## config.mk

```make
export PLATFORM = sky130hd
export DESIGN_NAME = fxp_requant_pipe_flat
export DESIGN_NICKNAME = d
export VERILOG_FILES = /design/src/rtl/fxp_requant_pipe_if.sv /design/src/rtl/fxp_requant_pipe.sv /design/src/flat_wrapper.sv
export SDC_FILE = /design/constraint.sdc
export NUM_CORES = 2
export LEC_CHECK = 0
export CAP_MARGIN = 25
export CORE_UTILIZATION = 55
export CTS_CLUSTER_DIAMETER = 150
export CTS_CLUSTER_SIZE = 16
export DETAILED_ROUTE_END_ITERATION = 6
export PLACE_DENSITY = 0.84
export SLEW_MARGIN = 40
export SYNTH_ARGS = -nofsm -noshare
export SYNTH_HDL_FRONTEND = slang
export SYNTH_SLANG_ARGS = --single-unit
```

## constraint.sdc

```tcl
create_clock -name clk -period 21.5 [get_ports clk]
set_input_delay 3.225 -clock clk [delete_from_list [all_inputs] [get_ports clk]]
set_output_delay 3.225 -clock clk [all_outputs]
set_load 0.02 [all_outputs]
```

## src/rtl/fxp_requant_pipe_if.sv

```systemverilog
// fxp_requant_pipe_if: handshake, config and status bundle
// for the per-channel fixed-point requantizer.
interface fxp_requant_pipe_if #(
  parameter int NIN     = 32,
  parameter int NOUT    = 8,
  parameter int NCH     = 4,
  parameter int MULT_W  = 16,
  parameter int SHIFT_W = 5
);
  localparam int CHW = $clog2(NCH);

  logic               in_valid;
  logic               in_ready;
  logic [NIN-1:0]     in_data;
  logic [CHW-1:0]     in_ch;
  logic               cfg_we;
  logic [CHW-1:0]     cfg_ch;
  logic [MULT_W-1:0]  cfg_mult;
  logic [SHIFT_W-1:0] cfg_shift;
  logic               out_valid;
  logic               out_ready;
  logic [NOUT-1:0]    out_data;
  logic               out_sat;
  logic [15:0]        sat_count;

  modport slave (
    input  in_valid, in_data, in_ch,
    input  cfg_we, cfg_ch, cfg_mult, cfg_shift,
    input  out_ready,
    output in_ready, out_valid, out_data,
    output out_sat, sat_count
  );

  modport master (
    output in_valid, in_data, in_ch,
    output cfg_we, cfg_ch, cfg_mult, cfg_shift,
    output out_ready,
    input  in_ready, out_valid, out_data,
    input  out_sat, sat_count
  );
endinterface

```

## src/rtl/fxp_requant_pipe.sv

```systemverilog
// fxp_requant_pipe: 3-stage per-channel requantizer, sat(rnd((x*m)>>>s)).
// Optional saturation counter: define FXP_REQUANT_SATCNT_EN.
module fxp_requant_pipe #(
  parameter int NIN     = 32,
  parameter int NOUT    = 8,
  parameter int NCH     = 4,
  parameter int MULT_W  = 16,
  parameter int SHIFT_W = 5
) (
  input logic clk,
  input logic rst_n,
  fxp_requant_pipe_if.slave bus
);
  localparam int PW = NIN + MULT_W;
  localparam int QW = PW + 1;

  localparam logic signed [QW-1:0] QMAX =
    QW'((64'sd1 <<< (NOUT - 1)) - 64'sd1);
  localparam logic signed [QW-1:0] QMIN =
    QW'(-(64'sd1 <<< (NOUT - 1)));

  typedef struct packed {
    logic [MULT_W-1:0]  mult;
    logic [SHIFT_W-1:0] shift;
  } coef_t;

  typedef struct packed {
    logic           v;
    logic [NIN-1:0] data;
    coef_t          coef;
  } s1_t;

  typedef struct packed {
    logic               v;
    logic [PW-1:0]      prod;
    logic [SHIFT_W-1:0] shift;
  } s2_t;

  coef_t bank [NCH];
  s1_t   s1;
  s2_t   s2;
  logic  adv;

  // whole pipe moves together; a free output slot frees every stage
  assign adv          = bus.out_ready | ~bus.out_valid;
  assign bus.in_ready = adv;

  // coefficient bank, written independently of the data path
  always_ff @(posedge clk or negedge rst_n) begin
    if (!rst_n) begin
      for (int i = 0; i < NCH; i++) begin
        bank[i] <= '{mult: MULT_W'(1), shift: '0};
      end
    end else if (bus.cfg_we) begin
      bank[bus.cfg_ch] <= '{mult: bus.cfg_mult, shift: bus.cfg_shift};
    end
  end

  // S1: capture beat with its coefficients snapshot
  always_ff @(posedge clk or negedge rst_n) begin
    if (!rst_n) begin
      s1 <= '0;
    end else if (adv) begin
      s1.v <= bus.in_valid;
      if (bus.in_valid) begin
        s1.data <= bus.in_data;
        s1.coef <= bank[bus.in_ch];
      end
    end
  end

  logic signed [PW-1:0] a_ext;
  logic signed [PW-1:0] m_ext;
  logic signed [PW-1:0] prod_c;

  assign a_ext  = {{MULT_W{s1.data[NIN-1]}}, s1.data};
  assign m_ext  = {{NIN{s1.coef.mult[MULT_W-1]}}, s1.coef.mult};
  assign prod_c = a_ext * m_ext;

  // S2: full-width signed product
  always_ff @(posedge clk or negedge rst_n) begin
    if (!rst_n) begin
      s2 <= '0;
    end else if (adv) begin
      s2.v <= s1.v;
      if (s1.v) begin
        s2.prod  <= prod_c;
        s2.shift <= s1.coef.shift;
      end
    end
  end

  logic signed [QW-1:0] p_ext;
  logic signed [QW-1:0] rnd;
  logic signed [QW-1:0] sum;
  logic signed [QW-1:0] q;
  logic                 sat_hi;
  logic                 sat_lo;
  logic [NOUT-1:0]      res;

  // half-up rounding: add half an LSB, then floor via arithmetic shift
  always_comb begin
    p_ext = {s2.prod[PW-1], s2.prod};
    rnd   = '0;
    if (s2.shift != '0) begin
      rnd = QW'(1) << (s2.shift - SHIFT_W'(1));
    end
    sum    = p_ext + rnd;
    q      = sum >>> s2.shift;
    sat_hi = q > QMAX;
    sat_lo = q < QMIN;
    res    = q[NOUT-1:0];
    if (sat_hi) begin
      res = {1'b0, {(NOUT-1){1'b1}}};
    end else if (sat_lo) begin
      res = {1'b1, {(NOUT-1){1'b0}}};
    end
  end

  // S3: registered result, held while downstream stalls
  always_ff @(posedge clk or negedge rst_n) begin
    if (!rst_n) begin
      bus.out_valid <= 1'b0;
      bus.out_data  <= '0;
      bus.out_sat   <= 1'b0;
    end else if (adv) begin
      bus.out_valid <= s2.v;
      if (s2.v) begin
        bus.out_data <= res;
        bus.out_sat  <= sat_hi | sat_lo;
      end
    end
  end

`ifdef FXP_REQUANT_SATCNT_EN
  logic [15:0] sat_cnt;

  // sticky count of clipped beats handed downstream
  always_ff @(posedge clk or negedge rst_n) begin
    if (!rst_n) begin
      sat_cnt <= '0;
    end else if (bus.out_valid & bus.out_ready & bus.out_sat
                 & (sat_cnt != 16'hFFFF)) begin
      sat_cnt <= sat_cnt + 16'd1;
    end
  end

  assign bus.sat_count = sat_cnt;
`else
  assign bus.sat_count = '0;
`endif
endmodule

```

## src/flat_wrapper.sv

```systemverilog
// flat-port wrapper written by rule: the top's interface ports become plain ports
module fxp_requant_pipe_flat 
#(
  parameter int NIN     = 32,
  parameter int NOUT    = 8,
  parameter int NCH     = 4,
  parameter int MULT_W  = 16,
  parameter int SHIFT_W = 5
)
  (clk, rst_n, bus_in_valid, bus_in_data, bus_in_ch, bus_cfg_we, bus_cfg_ch, bus_cfg_mult, bus_cfg_shift, bus_out_ready, bus_in_ready, bus_out_valid, bus_out_data, bus_out_sat, bus_sat_count);
  fxp_requant_pipe_if #(.NIN(NIN), .NOUT(NOUT), .NCH(NCH), .MULT_W(MULT_W), .SHIFT_W(SHIFT_W)) bus_i ();
  input logic clk;
  input logic rst_n;
  input wire logic [$bits(bus_i.in_valid)-1:0] bus_in_valid;
  input wire logic [$bits(bus_i.in_data)-1:0] bus_in_data;
  input wire logic [$bits(bus_i.in_ch)-1:0] bus_in_ch;
  input wire logic [$bits(bus_i.cfg_we)-1:0] bus_cfg_we;
  input wire logic [$bits(bus_i.cfg_ch)-1:0] bus_cfg_ch;
  input wire logic [$bits(bus_i.cfg_mult)-1:0] bus_cfg_mult;
  input wire logic [$bits(bus_i.cfg_shift)-1:0] bus_cfg_shift;
  input wire logic [$bits(bus_i.out_ready)-1:0] bus_out_ready;
  output wire logic [$bits(bus_i.in_ready)-1:0] bus_in_ready;
  output wire logic [$bits(bus_i.out_valid)-1:0] bus_out_valid;
  output wire logic [$bits(bus_i.out_data)-1:0] bus_out_data;
  output wire logic [$bits(bus_i.out_sat)-1:0] bus_out_sat;
  output wire logic [$bits(bus_i.sat_count)-1:0] bus_sat_count;
  assign bus_i.in_valid = bus_in_valid;
  assign bus_i.in_data = bus_in_data;
  assign bus_i.in_ch = bus_in_ch;
  assign bus_i.cfg_we = bus_cfg_we;
  assign bus_i.cfg_ch = bus_cfg_ch;
  assign bus_i.cfg_mult = bus_cfg_mult;
  assign bus_i.cfg_shift = bus_cfg_shift;
  assign bus_i.out_ready = bus_out_ready;
  assign bus_in_ready = bus_i.in_ready;
  assign bus_out_valid = bus_i.out_valid;
  assign bus_out_data = bus_i.out_data;
  assign bus_out_sat = bus_i.out_sat;
  assign bus_sat_count = bus_i.sat_count;
  fxp_requant_pipe #(.NIN(NIN), .NOUT(NOUT), .NCH(NCH), .MULT_W(MULT_W), .SHIFT_W(SHIFT_W)) u_core (.clk(clk), .rst_n(rst_n), .bus(bus_i));
endmodule
```

==> results.toml <==
[synth]
synth_async_sr_flop_share_pct = 100
register_area_share_after_synthesis_pct = 15.7
synth.top_cells.by_area = "sky130_fd_sc_hd__fa_1, sky130_fd_sc_hd__dfrtp_1, sky130_fd_sc_hd__inv_1"
ys.warnings.count = 0
synthFlopType = "sky130_fd_sc_hd__dfrtp_1"
yosysUniqueCellTypes = 110
synth_edf_count = 0
netlist_area_mm2 = 0.0323
synth_top_area_share_pct = 30.2
synth.avg_cell_area_um2 = 9.25
netlist_instances = 3494
yosysTopAreaCell = "sky130_fd_sc_hd__fa_1"
synth_seq_cells = 202
synthTopCellsByCount = "sky130_fd_sc_hd__inv_1, sky130_fd_sc_hd__fa_1, sky130_fd_sc_hd__nand2_1"
yosysMostFrequentCell = "sky130_fd_sc_hd__inv_1"

[layout]
post-route-util_pct = 58.5
final_cell_area_mm2 = 0.0339
area_growth_pct = 4.92
design.final.nets = 4117
drive_gt1_share_pct = 9.48
antennaDiodeCount = 0

[clock_tree]
hold_buffers = 0
clock_tree.buffer_depth = 3
htreeDepth = 1
path_clk_slew_ns = 0.08
clkLatencyLatePin_ns = 0.53
cts_made_buffers = 16
post_cts_resized = 0
post_cts.repair.setup_buffers = 0
clk_root_buffer_cell = "sky130_fd_sc_hd__clkbuf_16"
tritoncts_clock_tree = "done"
number_of_sinks_handled_by_clock_tree_synthesis = 202

[flow_run]
cap_violations = 0

[die]
initial_utilization_pct = 55.8
design.core.area_mm2 = 0.0579
die_height_um = 244
std_cell_rows = 88
chipWidth_um = 244
num_io_pins = 89
floorplan.die_area_mm2 = 0.0597

[sta]
count_of_final_max_slew_check_failures = 0
report.final.hold_viol_count = 0
report.final.setup_viol = 0
hold_ws_ns = 0.489
final.setup.tns_ns = 0
timing_worst_slew_pin_value_ns = 0.930
finClkSkew_ns = 0.0252
maxClockFrequency_mhz = 121
post-route-period-util_pct = 38.3
timing.max_slew.rel_slack_pct = 37.2
finalWorstPathRequiredPeriod_ns = 8.23
grt_setup_unrepaired = "false"

[placement]
port_buffers = 72
hpwl_um = 64800
gpl.final_weighted_congestion = 1.00
placedInstanceArea_mm2 = 0.0334

[global_route]
grt_pass1_vias = 26400
antenna_found_initial = 2
grt_overflow_total = 0
grt_start_max_net_pins = 95
global_routing_usage_summed_across_all_routing_layers_pct = 28.7
global_route_wire_length_before_repair_um = 137000

[routing]
viasPerCell = 6.11
drt-initial-drc-count = 2530
drt_pass1_iterations = 6
detail-route-antenna-nets = 0
post-route-drc-count = 0
route.detailed.wl_per_inst_um = 19.9
route.vias.total = 25600
totalWireLength_um = 83500

[worst_setup_path]
critPathRequiredTime_ns = 21.92
timing_worst_setup_path_type = "register to register"
critical_path_arrival_ns = 8.65
worstSetupEndpointType = "register"
timing.critical_path.from_type = "register"
worst-path-max-fanout = 25

[worst_hold_path]
hold_class = "register to register"

[run_status]
outcome = "finished, final reports clean"
[flip-flops by register name, indices dropped and copies added, names as in the netlist]
name                  flops
u_core.bus.out_valid      1
u_core.s1                 6
u_core.m_ext             16
u_core.bus.out_sat        1
u_core.a_ext             32
u_core.p_ext             48
u_core.bank              84
u_core.bus.out_data       8
u_core.s2                 6
[per-stage QoR]
step / setup slack [ns] / instances
floorplan: 14.29 / 3510
global placement: 13.52 / 4169
detailed placement: 13.39 / 4169
CTS: 13.37 / 4194
global route: 12.80 / 4194
finish: 13.27 / 4194
[critical path, cell delays in order (launching register included)]
cell	delay [ns]
sky130_fd_sc_hd__dfrtp_1	0.51
sky130_fd_sc_hd__buf_4	0.37
sky130_fd_sc_hd__nand2_1	0.13
sky130_fd_sc_hd__fa_1	0.57
sky130_fd_sc_hd__inv_1	0.05
sky130_fd_sc_hd__fa_1	0.48
sky130_fd_sc_hd__inv_1	0.05
sky130_fd_sc_hd__fa_1	0.53
sky130_fd_sc_hd__inv_1	0.06
sky130_fd_sc_hd__fa_1	0.55
sky130_fd_sc_hd__inv_1	0.06
sky130_fd_sc_hd__fa_1	0.47
sky130_fd_sc_hd__inv_1	0.05
sky130_fd_sc_hd__fa_1	0.44
sky130_fd_sc_hd__ha_1	0.33
sky130_fd_sc_hd__a21o_1	0.20
sky130_fd_sc_hd__a2111oi_0	0.29
sky130_fd_sc_hd__o31ai_1	0.16
sky130_fd_sc_hd__a31oi_1	0.40
sky130_fd_sc_hd__o21ai_0	0.36
sky130_fd_sc_hd__o211ai_1	0.32
sky130_fd_sc_hd__a31oi_1	0.18
sky130_fd_sc_hd__a31oi_1	0.27
sky130_fd_sc_hd__o21ai_0	0.23
sky130_fd_sc_hd__a311oi_1	0.53
sky130_fd_sc_hd__o21ai_0	0.22
sky130_fd_sc_hd__o311ai_0	0.33
[metal layers]
metal	GRT usage [%]	part of all wire, %	vias up
met5	0	0	-
met4	12.5	4.4	0
met3	3.51	7.6	261
li1	-	-	11200
met1	37.7	39	12800
met2	48.0	49	1280
[cell usage in the layout (no fill, tap or decap), drive strengths merged, types with 10 or more instances in the layout]
master / count
nor2: 147
clkdlybuf4s50: 70
or4: 11
xnor2: 55
nand3: 40
o31ai: 18
mux2i: 44
inv: 532
mux4: 45
dfrtp: 198
and4: 11
fa: 487
o211ai: 28
nor4: 13
a221oi: 10
xor2: 35
a211oi: 20
or3: 13
nand2: 466
a31oi: 17
clkbuf: 24
conb: 17
a211o: 12
ha: 146
mux2: 163
and2: 187
nand2b: 38
nor3: 41
o21ai: 123
a21oi: 116
buf: 38
a21o: 38
o22ai: 12
nand4: 28
o21a: 18
[area by class of cell]
| cell class | instances | area (um^2) |
|---|---|---|
| clock buffers | 23 | 437 |
| multi-input cells | 2559 | 24400 |
| fillers | 4808 | 24000 |
| well taps | 765 | 957 |
| flip-flops and latches | 202 | 5060 |
| clock inverters | 2 | 21.3 |
| repair buffers | 109 | 1010 |
| inverters | 534 | 2000 |
[final timing paths]
kind / from / to / slack, ns / depth (start not counted)
min in group asynchronous: rst_n / u_core.bus.out_data[7] / 2.69 / 1
worst min-delay path: u_core.s2[53] / u_core.bus.out_valid / 0.49 / 2
worst min register to register: u_core.s2[53] / u_core.bus.out_valid / 0.49 / 2
max in group asynchronous: rst_n / u_core.a_ext[11] / 17.71 / 2
worst max register to register: u_core.m_ext[4] / u_core.p_ext[46] / 13.27 / 26
worst max-delay path: u_core.m_ext[4] / u_core.p_ext[46] / 13.27 / 26
[kinds of logic after synthesis]
group	share of synthesized area, %
AND/OR/NAND/NOR	15.7
buffers and inverters	9.05
adder cells (fa/ha/maj)	35.8
AO/OA/AOI/OAI	11.1
multiplexers	10.2
flip-flops	15.7
XOR/XNOR	2.49
other	0.0116
Power is not shown: default switching activity piles up to over one toggle a cycle in this logic, so the estimate is an artifact.
